### config.mk
export PLATFORM = sky130hd
export DESIGN_NAME = fb_writer_flat
export DESIGN_NICKNAME = d
export VERILOG_FILES = /design/src/rtl/fb_writer_if.sv /design/src/rtl/fb_writer.sv /design/src/flat_wrapper.sv
export SDC_FILE = /design/constraint.sdc
export NUM_CORES = 1
export LEC_CHECK = 0
export BUFFER_PORTS_ARGS = -buffer_cell sky130_fd_sc_hd__buf_2
export CORE_ASPECT_RATIO = 1.5
export CORE_MARGIN = 1.5
export CORE_UTILIZATION = 50
export DETAILED_ROUTE_END_ITERATION = 16
export PLACE_DENSITY = 0.68
export SYNTH_ARGS = -nofsm -noshare
export SYNTH_HDL_FRONTEND = slang
export SYNTH_SLANG_ARGS = --single-unit
### constraint.sdc
create_clock -name CLK -period 2.7 [get_ports CLK]
set_clock_uncertainty 0.15 [all_clocks]
set_input_delay 0.27 -clock CLK [delete_from_list [all_inputs] [get_ports CLK]]
set_output_delay 0.27 -clock CLK [all_outputs]
set_load 0.01 [all_outputs]
### src/rtl/fb_writer_if.sv
// Pixel stream, RAM write port and frame status
// bundle between the zoom engine and fb_writer.
interface fb_writer_if #(
  parameter int ADDR_W = 17,
  parameter int DATA_W = 8
);
  logic              START;
  logic              ABORT;
  logic [9:0]        IMG_WIDTH_OUT;
  logic [8:0]        IMG_HEIGHT_OUT;
  logic [DATA_W-1:0] PIX_DATA;
  logic              PIX_VALID;
  logic              PIX_READY;
  logic              W_EN;
  logic [ADDR_W-1:0] W_ADDR;
  logic [DATA_W-1:0] W_DATA;
  logic              BUSY;
  logic              DONE;
  logic              ERR;

  modport master (
    output START, ABORT,
    output IMG_WIDTH_OUT, IMG_HEIGHT_OUT,
    output PIX_DATA, PIX_VALID,
    input  PIX_READY,
    input  W_EN, W_ADDR, W_DATA,
    input  BUSY, DONE, ERR
  );

  modport slave (
    input  START, ABORT,
    input  IMG_WIDTH_OUT, IMG_HEIGHT_OUT,
    input  PIX_DATA, PIX_VALID,
    output PIX_READY,
    output W_EN, W_ADDR, W_DATA,
    output BUSY, DONE, ERR
  );
endinterface

### src/rtl/fb_writer.sv
// Frame buffer writer: raster pixel stream to
// linear RAM addresses y*w+x via a running counter.
module fb_writer #(
  parameter int ADDR_W     = 17,
  parameter int DATA_W     = 8,
  parameter int MAX_PIXELS = 76800
) (
  input logic       CLK,
  input logic       RST_N,
  fb_writer_if.slave bus
);

  typedef enum logic [1:0] {
    IDLE,
    WRITE,
    FINISH
  } state_e;

  state_e            state_q, state_d;
  logic [9:0]        w_q, w_d;
  logic [8:0]        h_q, h_d;
  logic [9:0]        x_q, x_d;
  logic [8:0]        y_q, y_d;
  logic [ADDR_W-1:0] addr_q, addr_d;
  logic [ADDR_W-1:0] w_addr_q, w_addr_d;
  logic [DATA_W-1:0] w_data_q, w_data_d;
  logic              w_en_q, w_en_d;
  logic              done_q, done_d;
  logic              err_q, err_d;

  logic [18:0] area;
  logic        reject;
  logic        ready;
  logic        xfer;
  logic        last_x;
  logic        last_y;

  // Only multiply: frame size check at START.
  assign area = 19'(bus.IMG_WIDTH_OUT)
              * 19'(bus.IMG_HEIGHT_OUT);

  assign reject = (bus.IMG_WIDTH_OUT == 10'd0)
               || (bus.IMG_HEIGHT_OUT == 9'd0)
               || (bus.IMG_WIDTH_OUT > 10'd640)
               || (bus.IMG_HEIGHT_OUT > 9'd480)
               || (area > 19'(MAX_PIXELS));

  assign ready  = (state_q == WRITE) && !bus.ABORT;
  assign xfer   = ready && bus.PIX_VALID;
  assign last_x = (x_q == w_q - 10'd1);
  assign last_y = (y_q == h_q - 9'd1);

  always_comb begin
    state_d  = state_q;
    w_d      = w_q;
    h_d      = h_q;
    x_d      = x_q;
    y_d      = y_q;
    addr_d   = addr_q;
    w_addr_d = w_addr_q;
    w_data_d = w_data_q;
    w_en_d   = 1'b0;
    done_d   = 1'b0;
    err_d    = err_q;
    unique case (state_q)
      IDLE: begin
        if (bus.START) begin
          w_d   = bus.IMG_WIDTH_OUT;
          h_d   = bus.IMG_HEIGHT_OUT;
          err_d = 1'b0;
          if (reject) begin
            err_d  = 1'b1;
            done_d = 1'b1;
          end else begin
            state_d = WRITE;
            x_d     = '0;
            y_d     = '0;
            addr_d  = '0;
          end
        end
      end
      WRITE: begin
        if (bus.ABORT) begin
          state_d = IDLE;
        end else if (xfer) begin
          w_en_d   = 1'b1;
          w_addr_d = addr_q;
          w_data_d = bus.PIX_DATA;
          // Counters park on the last pixel.
          if (last_x && last_y) begin
            state_d = FINISH;
            done_d  = 1'b1;
          end else if (last_x) begin
            x_d    = '0;
            y_d    = y_q + 9'd1;
            addr_d = addr_q + ADDR_W'(1);
          end else begin
            x_d    = x_q + 10'd1;
            addr_d = addr_q + ADDR_W'(1);
          end
        end
      end
      FINISH: begin
        state_d = IDLE;
      end
      default: begin
        state_d = IDLE;
      end
    endcase
  end

  always_ff @(posedge CLK or negedge RST_N) begin
    if (!RST_N) begin
      state_q  <= IDLE;
      w_q      <= '0;
      h_q      <= '0;
      x_q      <= '0;
      y_q      <= '0;
      addr_q   <= '0;
      w_addr_q <= '0;
      w_data_q <= '0;
      w_en_q   <= 1'b0;
      done_q   <= 1'b0;
      err_q    <= 1'b0;
    end else begin
      state_q  <= state_d;
      w_q      <= w_d;
      h_q      <= h_d;
      x_q      <= x_d;
      y_q      <= y_d;
      addr_q   <= addr_d;
      w_addr_q <= w_addr_d;
      w_data_q <= w_data_d;
      w_en_q   <= w_en_d;
      done_q   <= done_d;
      err_q    <= err_d;
    end
  end

  assign bus.PIX_READY = ready;
  assign bus.W_EN      = w_en_q;
  assign bus.W_ADDR    = w_addr_q;
  assign bus.W_DATA    = w_data_q;
  assign bus.BUSY      = (state_q != IDLE);
  assign bus.DONE      = done_q;
  assign bus.ERR       = err_q;

endmodule

### src/flat_wrapper.sv
// flat-port wrapper written by rule: the top's interface ports become plain ports
module fb_writer_flat 
#(
  parameter int ADDR_W     = 17,
  parameter int DATA_W     = 8,
  parameter int MAX_PIXELS = 76800
)
  (CLK, RST_N, bus_START, bus_ABORT, bus_IMG_WIDTH_OUT, bus_IMG_HEIGHT_OUT, bus_PIX_DATA, bus_PIX_VALID, bus_PIX_READY, bus_W_EN, bus_W_ADDR, bus_W_DATA, bus_BUSY, bus_DONE, bus_ERR);
  fb_writer_if #(.ADDR_W(ADDR_W), .DATA_W(DATA_W)) bus_i ();
  input logic CLK;
  input logic RST_N;
  input wire logic [$bits(bus_i.START)-1:0] bus_START;
  input wire logic [$bits(bus_i.ABORT)-1:0] bus_ABORT;
  input wire logic [$bits(bus_i.IMG_WIDTH_OUT)-1:0] bus_IMG_WIDTH_OUT;
  input wire logic [$bits(bus_i.IMG_HEIGHT_OUT)-1:0] bus_IMG_HEIGHT_OUT;
  input wire logic [$bits(bus_i.PIX_DATA)-1:0] bus_PIX_DATA;
  input wire logic [$bits(bus_i.PIX_VALID)-1:0] bus_PIX_VALID;
  output wire logic [$bits(bus_i.PIX_READY)-1:0] bus_PIX_READY;
  output wire logic [$bits(bus_i.W_EN)-1:0] bus_W_EN;
  output wire logic [$bits(bus_i.W_ADDR)-1:0] bus_W_ADDR;
  output wire logic [$bits(bus_i.W_DATA)-1:0] bus_W_DATA;
  output wire logic [$bits(bus_i.BUSY)-1:0] bus_BUSY;
  output wire logic [$bits(bus_i.DONE)-1:0] bus_DONE;
  output wire logic [$bits(bus_i.ERR)-1:0] bus_ERR;
  assign bus_i.START = bus_START;
  assign bus_i.ABORT = bus_ABORT;
  assign bus_i.IMG_WIDTH_OUT = bus_IMG_WIDTH_OUT;
  assign bus_i.IMG_HEIGHT_OUT = bus_IMG_HEIGHT_OUT;
  assign bus_i.PIX_DATA = bus_PIX_DATA;
  assign bus_i.PIX_VALID = bus_PIX_VALID;
  assign bus_PIX_READY = bus_i.PIX_READY;
  assign bus_W_EN = bus_i.W_EN;
  assign bus_W_ADDR = bus_i.W_ADDR;
  assign bus_W_DATA = bus_i.W_DATA;
  assign bus_BUSY = bus_i.BUSY;
  assign bus_DONE = bus_i.DONE;
  assign bus_ERR = bus_i.ERR;
  fb_writer #(.ADDR_W(ADDR_W), .DATA_W(DATA_W), .MAX_PIXELS(MAX_PIXELS)) u_core (.CLK(CLK), .RST_N(RST_N), .bus(bus_i));
endmodule
==> load_flow_metrics.sql, run 1 <==
INSERT INTO impl_metrics (metric_group, metric, value, unit) VALUES
('cts', 'tritoncts', 'built', ''),
('synth', 'post_synth.cell_area_avg', '8.56', 'µm²'),
('detailed_routing', 'drtAntennaViolNets', '0', ''),
('power', 'internal-power', '5.12', 'mW'),
('sta', 'worst_hold_slack', '0.0546', 'ns'),
('synth', 'ys_async_sr_fraction', '1.00', ''),
('critical_path', 'crit-reg2reg-capture', 'u_core.addr_q[9]', ''),
('critical_path', 'worst_path_largest_cell_delay', '0.57', 'ns'),
('sta', 'finalWorstSetupSlack', '-2.01', 'ns'),
('layout', 'n_antenna_cell', '0', ''),
('power', 'clockPowerShare', '0.154', ''),
('cts', 'clk_pin_slew_worst_paths', '0.07', 'ns'),
('detailed_routing', 'route.final.wire_length', '20.8', 'mm'),
('critical_path', 'critical_path.endpoint', 'u_core.addr_q[0]', ''),
('layout', 'drive_gt1_frac', '0.335', ''),
('power', 'powerDensity', '852', 'mW/mm²'),
('synth', 'yosys_register_bits', '85', ''),
('layout', 'register_area', '0.00213', 'mm²'),
('sta', 'slew_at_the_pin_closest_to_its_max_slew_limit', '0.698', 'ns'),
('power', 'p_switching', '3.67', 'mW'),
('synth', 'synth_edf_count', '0', ''),
('detailed_routing', 'avgViaCountPerCell', '5.49', ''),
('die', 'io_pins', '62', ''),
('detailed_routing', 'drt_pre_antenna_iters', '4', ''),
('synth', 'syn-instance-count', '880', ''),
('detailed_routing', 'dr.first_iter.drc_count', '219', ''),
('layout', 'multi_input_area', '0.00565', 'mm²'),
('critical_path', 'worstPathArrival', '4.79', 'ns'),
('power', 'p_comb_frac', '0.652', ''),
('sta', 'setup-violations-final', '39', ''),
('die', 'die_height', '153', 'µm'),
('critical_path', 'cp_max_fo', '8', ''),
('critical_path', 'path_class', 'input port to flip-flop', ''),
('synth', 'ys_seq_area_frac', '0.282', ''),
('place', 'dpl.hpwl', '15.0', 'mm'),
('grt', 'gr-usage-all-layers', '0.265', ''),
('synth', 'ys_types', '64', ''),
('cts', 'clock_tree.htree_level_count', '3', ''),
('synth', 'synthesized_netlist_net_count', '1013', ''),
('sta', 'timing.final.crit_period', '4.71', 'ns'),
('place', 'placed_instance_area', '0.00896', 'mm²'),
('cts', 'cts_root_buf', 'sky130_fd_sc_hd__clkbuf_16', ''),
('layout', 'n_fill_cell', '1143', ''),
('die', 'die_area', '0.0158', 'mm²'),
('critical_path', 'cp_data_required_time', '2.78', 'ns'),
('cts', 'clk_path_buf_depth', '2', ''),
('power', 'sw_frac_of_total', '0.418', ''),
('place', 'port-buffer-count', '61', ''),
('grt', 'grt_overflow', '0', ''),
('grt', 'vias_in_the_first_global_route', '7044', ''),
('outcome', 'failing_checks', 'negative setup slack', ''),
('critical_path', 'crit_path_start_kind', 'input port', ''),
('job', 'maxCapViolCount', '0', ''),
('die', 'placement_rows', '54', ''),
('power', 'fin_total_pwr', '8.80', 'mW'),
('grt', 'grt_start_max_net_pins', '75', ''),
('cts', 'clkLatencyLatePin', '0.34', 'ns'),
('layout', 'flow.area_growth_from_synthesis', '37.0', '%'),
('sta', 'layout_worst_path_cycle_share', '1.75', ''),
('sta', 'timing.fmax', '212', 'MHz'),
('hold_path', 'hold_path.class', 'input port to flip-flop', ''),
('place', 'gpl.final_weighted_congestion', '0.878', ''),
('synth', 'dominantRegCellSynth', 'sky130_fd_sc_hd__dfrtp_1', ''),
('power', 'p_leak', '4.97', 'nW'),
('detailed_routing', 'wl_per_cell', '16.7', 'µm'),
('grt', 'antenna_found_initial', '0', ''),
('die', 'coreArea', '0.0147', 'mm²'),
('critical_path', 'cp_cell_sequence', 'buf_8 > nand2_2 > fa_1 > inv_2 > fa_1 > ha_1 > inv_2 > fa_1 > inv_2 > ha_4 > nor2b_2 > o2111a_2 > o21a_1 > o41ai_4 > a2bb2oi_2 > nand3_2 > a311oi_4 > nand2_2 > buf_8 > mux2_4', ''),
('critical_path', 'cp-startpoint', 'bus_IMG_HEIGHT_OUT[0]', ''),
('grt', 'wire_length_of_the_first_global_routing_pass', '32.9', 'mm'),
('outcome', 'run_status', 'finished with violations', '');
==> synth_stat cells, types with 6 or more instances <==
cell type,instances,area [µm²]
sky130_fd_sc_hd__nor4_1,7,43.8
sky130_fd_sc_hd__xor2_1,6,52.6
sky130_fd_sc_hd__ha_1,44,551
sky130_fd_sc_hd__clkbuf_1,37,139
sky130_fd_sc_hd__xnor2_1,22,193
sky130_fd_sc_hd__nand2b_1,6,37.5
sky130_fd_sc_hd__nor2_1,25,93.8
sky130_fd_sc_hd__nand4_1,11,68.8
sky130_fd_sc_hd__and3_1,10,62.6
sky130_fd_sc_hd__a21oi_1,36,180
sky130_fd_sc_hd__fa_1,57,1140
sky130_fd_sc_hd__dfrtp_1,85,2130
sky130_fd_sc_hd__a22o_1,11,96.3
sky130_fd_sc_hd__nand2_1,172,646
sky130_fd_sc_hd__nor3_1,30,150
sky130_fd_sc_hd__and2_1,62,388
sky130_fd_sc_hd__o21ai_0,25,125
sky130_fd_sc_hd__o2bb2ai_1,20,175
sky130_fd_sc_hd__nor2b_1,7,43.8
sky130_fd_sc_hd__nand3_1,33,165
sky130_fd_sc_hd__inv_1,93,349
==> power by group through the flow <==
stage                     Sequential, mW  Combinational (mW)  Clock [mW]
after global placement              1.70                4.35           0
after CTS                           1.69                4.86        1.37
final                               1.70                5.74        1.36
after detailed placement            1.71                4.40           0
after global routing                1.73                6.32        1.43
after floorplan                     1.75                2.99           0
==> worst max-delay path: cells and delay by family <==
family                   cells  cell delay (ns)
AO/OA/AOI/OAI                5             1.22
adder cells (fa/ha/maj)      5             2.12
buffers and inverters        5             0.43
multiplexers                 1             0.25
AND/OR/NAND/NOR              4             0.48
==> final cells by class <==
type                       instances  share of cell area
multi-input combinational        659               0.547
sequential                        85               0.206
clock inverter                     7             0.00957
inverter                          93              0.0338
clock buffer                       9              0.0218
timing repair buffer             196               0.158
tap                              196              0.0238
==> logic make-up (layout without fill, tap and decap cells) <==
logic type	count (synthesis)	after routing	synth area share
compound gates	133	133	0.126
xor+xnor	28	28	0.0325
fa+ha+maj	101	101	0.225
buf+inv	136	305	0.0702
flops	85	85	0.282
mux	7	7	0.00963
simple gates	390	390	0.254
==> sequential cells by signal (all words and copies together), names as in the netlist <==
| signal | cells |
|---|---|
| u_core.addr_q | 17 |
| u_core.bus.W_ADDR | 17 |
| u_core.w_q | 10 |
| u_core.x_q | 10 |
| u_core.h_q | 9 |
| u_core.y_q | 9 |
| u_core.bus.W_DATA | 8 |
| u_core.state_q | 2 |
| u_core.bus.DONE | 1 |
| u_core.bus.ERR | 1 |
| u_core.bus.W_EN | 1 |
==> worst min-delay path by stage <==
stage	slack (ns)	startpoint	to	depth (start not counted)
CTS	0.07	bus_IMG_WIDTH_OUT[4]	u_core.w_q[4]	3
detailed placement	-0.02	RST_N	u_core.bus.W_DATA[5]	1
global route	0.08	bus_IMG_WIDTH_OUT[4]	u_core.w_q[4]	3
global placement	-0.03	RST_N	u_core.bus.W_DATA[5]	1
floorplan	-0.18	RST_N	u_core.addr_q[0]	0
finish	0.05	bus_IMG_WIDTH_OUT[4]	u_core.w_q[4]	3
==> through the flow <==
step                cells  utilization
finish               1245        0.704
global route         1245        0.704
CTS                  1234        0.666
detailed placement   1206        0.611
global placement     1206        0.611
floorplan             880            -
==> repair_timing <==
| item | CTS | global route |
|---|---|---|
| setup endpoints to repair | 39 | 40 |
| gates resized for setup | 83 | 108 |
| endpoints found under the hold margin | 93 | 0 |
| hold buffers | 9 | 0 |
| buffers inserted | 3 | 9 |
| pin swaps | 30 | 58 |
| cloned | 0 | 2 |
==> layout by cell type, fill, tap and decap left out, types with 15 or more instances in the layout <==
| master | count |
|---|---|
| sky130_fd_sc_hd__nand2_1 | 154 |
| sky130_fd_sc_hd__buf_4 | 115 |
| sky130_fd_sc_hd__dfrtp_1 | 85 |
| sky130_fd_sc_hd__inv_1 | 80 |
| sky130_fd_sc_hd__fa_1 | 50 |
| sky130_fd_sc_hd__buf_2 | 42 |
| sky130_fd_sc_hd__and2_1 | 40 |
| sky130_fd_sc_hd__nand3_1 | 30 |
| sky130_fd_sc_hd__ha_1 | 29 |
| sky130_fd_sc_hd__a21oi_1 | 28 |
| sky130_fd_sc_hd__nor3_1 | 27 |
| sky130_fd_sc_hd__and2_4 | 22 |
| sky130_fd_sc_hd__xnor2_1 | 21 |
| sky130_fd_sc_hd__o21ai_0 | 21 |
| sky130_fd_sc_hd__nor2_1 | 18 |
| sky130_fd_sc_hd__o2bb2ai_2 | 16 |
| sky130_fd_sc_hd__nand2_2 | 15 |
==> metal layers <==
metal  global-route usage  routed length [µm]  vias up
met4                0.126                1120        0
li1                     -                   -     3274
met3               0.0306                 433       72
met1                0.269                7570     3323
met5                    0                   0        -
met2                0.515               11700      160
No activity file was read; power rests on OpenSTA's default activity.
==> inputs of run 2 (changes only) <==
Settings changed: ABC_AREA from default to 1, GPL_TIMING_DRIVEN from default to 1.
==> run 2 against run 1 <==
Maximum frequency increased by 7.7%. Sequential cell count unchanged. Critical endpoint is now u_core.addr_q[4]. Worst setup slack improved by 0.34 ns. Sequential share of layout area increased by 0.32 points. Core utilization decreased by 5.9 points. Wire length decreased by 1.1%. The run still ends with negative setup slack left. Design area decreased by 1.5%.
==> load_flow_metrics.sql, run 2 <==
INSERT INTO impl_metrics (metric_group, metric, value, unit) VALUES
('synth', 'dominantRegCellSynth', 'sky130_fd_sc_hd__dfrtp_1', ''),
('die', 'die_height', '159', 'µm'),
('synth', 'post_synth.cell_area_avg', '7.06', 'µm²'),
('place', 'dpl.hpwl', '15.6', 'mm'),
('place', 'place_ws', '-2.21', 'ns'),
('cts', 'number_of_buffers_added_by_the_clock_tree_synthesis_step', '9', ''),
('place', 'placed_instance_area', '0.00919', 'mm²'),
('detailed_routing', 'route.vias.total', '7561', ''),
('sta', 'max_slew_margin', '0.652', ''),
('hold_path', 'hold_path.class', 'input port to flip-flop', ''),
('critical_path', 'worstPathArrival', '4.46', 'ns'),
('synth', 'ys_async_sr_fraction', '1.00', ''),
('cts', 'tritoncts', 'built', ''),
('sta', 'slew_at_the_pin_closest_to_its_max_slew_limit', '0.521', 'ns'),
('critical_path', 'timing.critical_path.mode_cell', 'sky130_fd_sc_hd__nand2_1', ''),
('detailed_routing', 'drt_pre_antenna_iters', '5', ''),
('critical_path', 'crit-reg2reg-launch', 'u_core.h_q[1]', ''),
('cts', 'clk_path_buf_depth', '2', ''),
('sta', 'unrepaired_setup_endpoints_after_global_routing', 'yes', ''),
('job', 'maxCapViolCount', '0', ''),
('critical_path', 'crit-reg2reg-capture', 'u_core.y_q[4]', ''),
('synth', 'synth_top_area_frac', '0.263', ''),
('detailed_routing', 'dr.first_iter.drc_count', '276', ''),
('power', 'powerDensity', '848', 'mW/mm²'),
('synth', 'ys_seq_area_frac', '0.263', ''),
('layout', 'layout.cells.most_common', 'sky130_fd_sc_hd__nand2_1', ''),
('detailed_routing', 'wl_per_cell', '13.9', 'µm'),
('hold_path', 'worst_hold_startpoint', 'bus_START', ''),
('sta', 'finalHoldViolCount', '0', ''),
('layout', 'fin_util', '0.645', ''),
('outcome', 'failing_checks', 'negative setup slack', ''),
('sta', 'timing.final.crit_period', '4.38', 'ns'),
('grt', 'antenna_found_initial', '0', ''),
('sta', 'tns', '-63.47', 'ns'),
('cts', 'clock_sinks', '85', ''),
('sta', 'timing.fmax', '228', 'MHz'),
('place', 'gpl.final_weighted_congestion', '0.866', ''),
('grt', 'vias_in_the_first_global_route', '7480', ''),
('cts', 'clkLatencyLatePin', '0.34', 'ns'),
('layout', 'flow.area_growth_from_synthesis', '25.6', '%'),
('synth', 'post_synth_instance_area', '0.00810', 'mm²'),
('die', 'dieWidth', '107', 'µm'),
('place', 'port-buffer-count', '61', ''),
('die', 'start_util', '0.513', ''),
('sta', 'maxSlewViolCount', '0', ''),
('critical_path', 'r2r_setup_slack', '0.07', 'ns'),
('detailed_routing', 'route.final.wire_length', '20.5', 'mm'),
('grt', 'wire_length_of_the_first_global_routing_pass', '33.5', 'mm'),
('critical_path', 'cp_max_fo', '13', ''),
('cts', 'clk_pin_slew_worst_paths', '0.07', 'ns'),
('layout', 'drive_gt1_frac', '0.225', ''),
('power', 'p_leak', '5.60', 'nW'),
('critical_path', 'crit_path_max_delay_cell_type', 'sky130_fd_sc_hd__fa_1', ''),
('layout', 'stdcell_area', '0.0102', 'mm²'),
('synth', 'synth_area_leader_cell', 'sky130_fd_sc_hd__dfrtp_1', ''),
('synth', 'ys_types', '43', ''),
('grt', 'grt_overflow', '0', ''),
('layout', 'top_library_cells_by_usage_in_the_layout_fill_and_taps_aside', 'sky130_fd_sc_hd__nand2_1, sky130_fd_sc_hd__inv_1, sky130_fd_sc_hd__dfrtp_1', ''),
('detailed_routing', 'route.detailed.drc', '0', ''),
('critical_path', 'cp_top_family', 'adder cells', ''),
('synth', 'synthTopCellsByCount', 'sky130_fd_sc_hd__nand2_1, sky130_fd_sc_hd__inv_1, sky130_fd_sc_hd__dfrtp_1', ''),
('detailed_routing', 'avgViaCountPerCell', '5.13', ''),
('sta', 'layout_worst_path_cycle_share', '1.62', ''),
('synth', 'synth-warning-count', '0', ''),
('power', 'power.ir.vdd_worst', '0.478', 'mV'),
('critical_path', 'crit_path_start_kind', 'input port', ''),
('grt', 'grt_start_max_net_pins', '41', ''),
('die', 'io_pins', '62', ''),
('critical_path', 'cp_data_required_time', '2.78', 'ns'),
('critical_path', 'critical_path.endpoint', 'u_core.addr_q[4]', ''),
('layout', 'n_antenna_cell', '0', ''),
('synth', 'synth_edf_count', '0', ''),
('critical_path', 'critical_path.n_buffers_inverters', '6', ''),
('synth', 'yosys-top-cells-area', 'sky130_fd_sc_hd__dfrtp_1, sky130_fd_sc_hd__nand2_1, sky130_fd_sc_hd__fa_1', ''),
('critical_path', 'crit_cells', '28', ''),
('critical_path', 'worst_path_largest_cell_delay', '0.55', 'ns'),
('layout', 'layout.nets', '1400', ''),
('outcome', 'run_status', 'finished with violations', ''),
('sta', 'finalWorstSetupSlack', '-1.68', 'ns'),
('grt', 'gr-usage-all-layers', '0.245', ''),
('die', 'die_area', '0.0170', 'mm²'),
('cts', 'clock_tree.htree_level_count', '3', ''),
('power', 'fin_total_pwr', '8.62', 'mW'),
('sta', 'setup-violations-final', '39', ''),
('synth', 'yosys_register_bits', '85', ''),
('detailed_routing', 'drtAntennaViolNets', '0', ''),
('synth', 'synth_most_common_cell', 'sky130_fd_sc_hd__nand2_1', ''),
('critical_path', 'cp-startpoint', 'bus_IMG_WIDTH_OUT[7]', ''),
('die', 'placement_rows', '56', ''),
('critical_path', 'worst-r2r-cell-count', '17', ''),
('critical_path', 'path_class', 'input port to flip-flop', ''),
('die', 'coreArea', '0.0158', 'mm²'),
('synth', 'synthesized_netlist_net_count', '1279', ''),
('critical_path', 'worst_setup_path_end_kind', 'flip-flop', ''),
('synth', 'syn-instance-count', '1146', ''),
('cts', 'cts_root_buf', 'sky130_fd_sc_hd__clkbuf_16', '');
[run 2: cell types whose count changed in the layout (fill, tap and decap cells not counted), sizes merged, moves of 36 or more]
cell / before / now
nand2: 173 / 373
nand4: 11 / 47
inv: 94 / 227
and2: 62 / 1
buf: 184 / 140
nor2: 26 / 79
[run 2: layer usage]
layer,global-route usage,up-vias,routed length (µm),part of all wire
met5,0,-,0,0
met3,0.0242,48,500,0.024
met1,0.260,3594,7600,0.37
li1,-,3772,-,-
met2,0.486,147,11800,0.58
met4,0.0855,0,595,0.029
[run 2: cell type report]
class | count | area (µm²)
clock buffer | 9 | 225
clock inverter | 7 | 62.6
fill | 1435 | 5600
inverter | 222 | 833
multi-input combinational | 798 | 5360
sequential | 85 | 2130
tap | 203 | 254
timing repair buffer | 151 | 1310
[run 2: worst min path at each step]
| stage | slack [ns] | end | cells after the start |
|---|---|---|---|
| floorplan | -0.18 | u_core.addr_q[0] | 0 |
| global placement | 0.13 | u_core.addr_q[14] | 1 |
| detailed placement | 0.13 | u_core.bus.W_ADDR[15] | 1 |
| CTS | 0.08 | u_core.state_q[0] | 3 |
| global route | 0.11 | u_core.state_q[0] | 3 |
| finish | 0.09 | u_core.state_q[0] | 3 |
[run 2: cell families (layout without fill, tap and decap cells)]
family / Yosys count / after routing / share of synthesized area
simple gates: 588 / 589 / 0.315
flops: 85 / 85 / 0.263
compound gates: 81 / 81 / 0.0558
xor+xnor: 27 / 27 / 0.0292
buf+inv: 264 / 389 / 0.128
fa+ha+maj: 101 / 101 / 0.209
[run 2: timing repair]
item	4_1_cts	5_1_grt
hold endpoints to repair	45	0
hold buffers	9	0
buffers inserted	3	4
endpoints found under the setup margin	39	39
cloned	1	2
gates resized for setup	76	69
pin swaps	17	36
[run 2: stage by stage]
step	hold slack [ns]	std cells
finish	0.0931	1475
global route	0.114	1475
CTS	0.0765	1469
detailed placement	0.131	1440
global placement	0.130	1440
floorplan	-0.176	1146
[run 2: worst reg2reg max path, stage by stage (launching register included)]
cell and delay [ns]:
sky130_fd_sc_hd__dfrtp_1 0.38, sky130_fd_sc_hd__inv_1 0.08, sky130_fd_sc_hd__ha_1 0.19, sky130_fd_sc_hd__nand2_1 0.09, sky130_fd_sc_hd__nor2_1 0.18, sky130_fd_sc_hd__nand3_1 0.15
sky130_fd_sc_hd__nand2_1 0.11, sky130_fd_sc_hd__nand2_1 0.05, sky130_fd_sc_hd__nand2_1 0.05, sky130_fd_sc_hd__nand2_1 0.05, sky130_fd_sc_hd__nor2_1 0.08, sky130_fd_sc_hd__nand3_1 0.21
sky130_fd_sc_hd__o21bai_4 0.22, sky130_fd_sc_hd__nand2_2 0.10, sky130_fd_sc_hd__buf_4 0.22, sky130_fd_sc_hd__nand3_4 0.14, sky130_fd_sc_hd__nand2_1 0.07, sky130_fd_sc_hd__nand2_1 0.06
[run 2: report_power, final]
part,internal [mW],switching (mW)
Clock,0.648,0.557
Combinational,2.51,3.22
Sequential,1.51,0.178
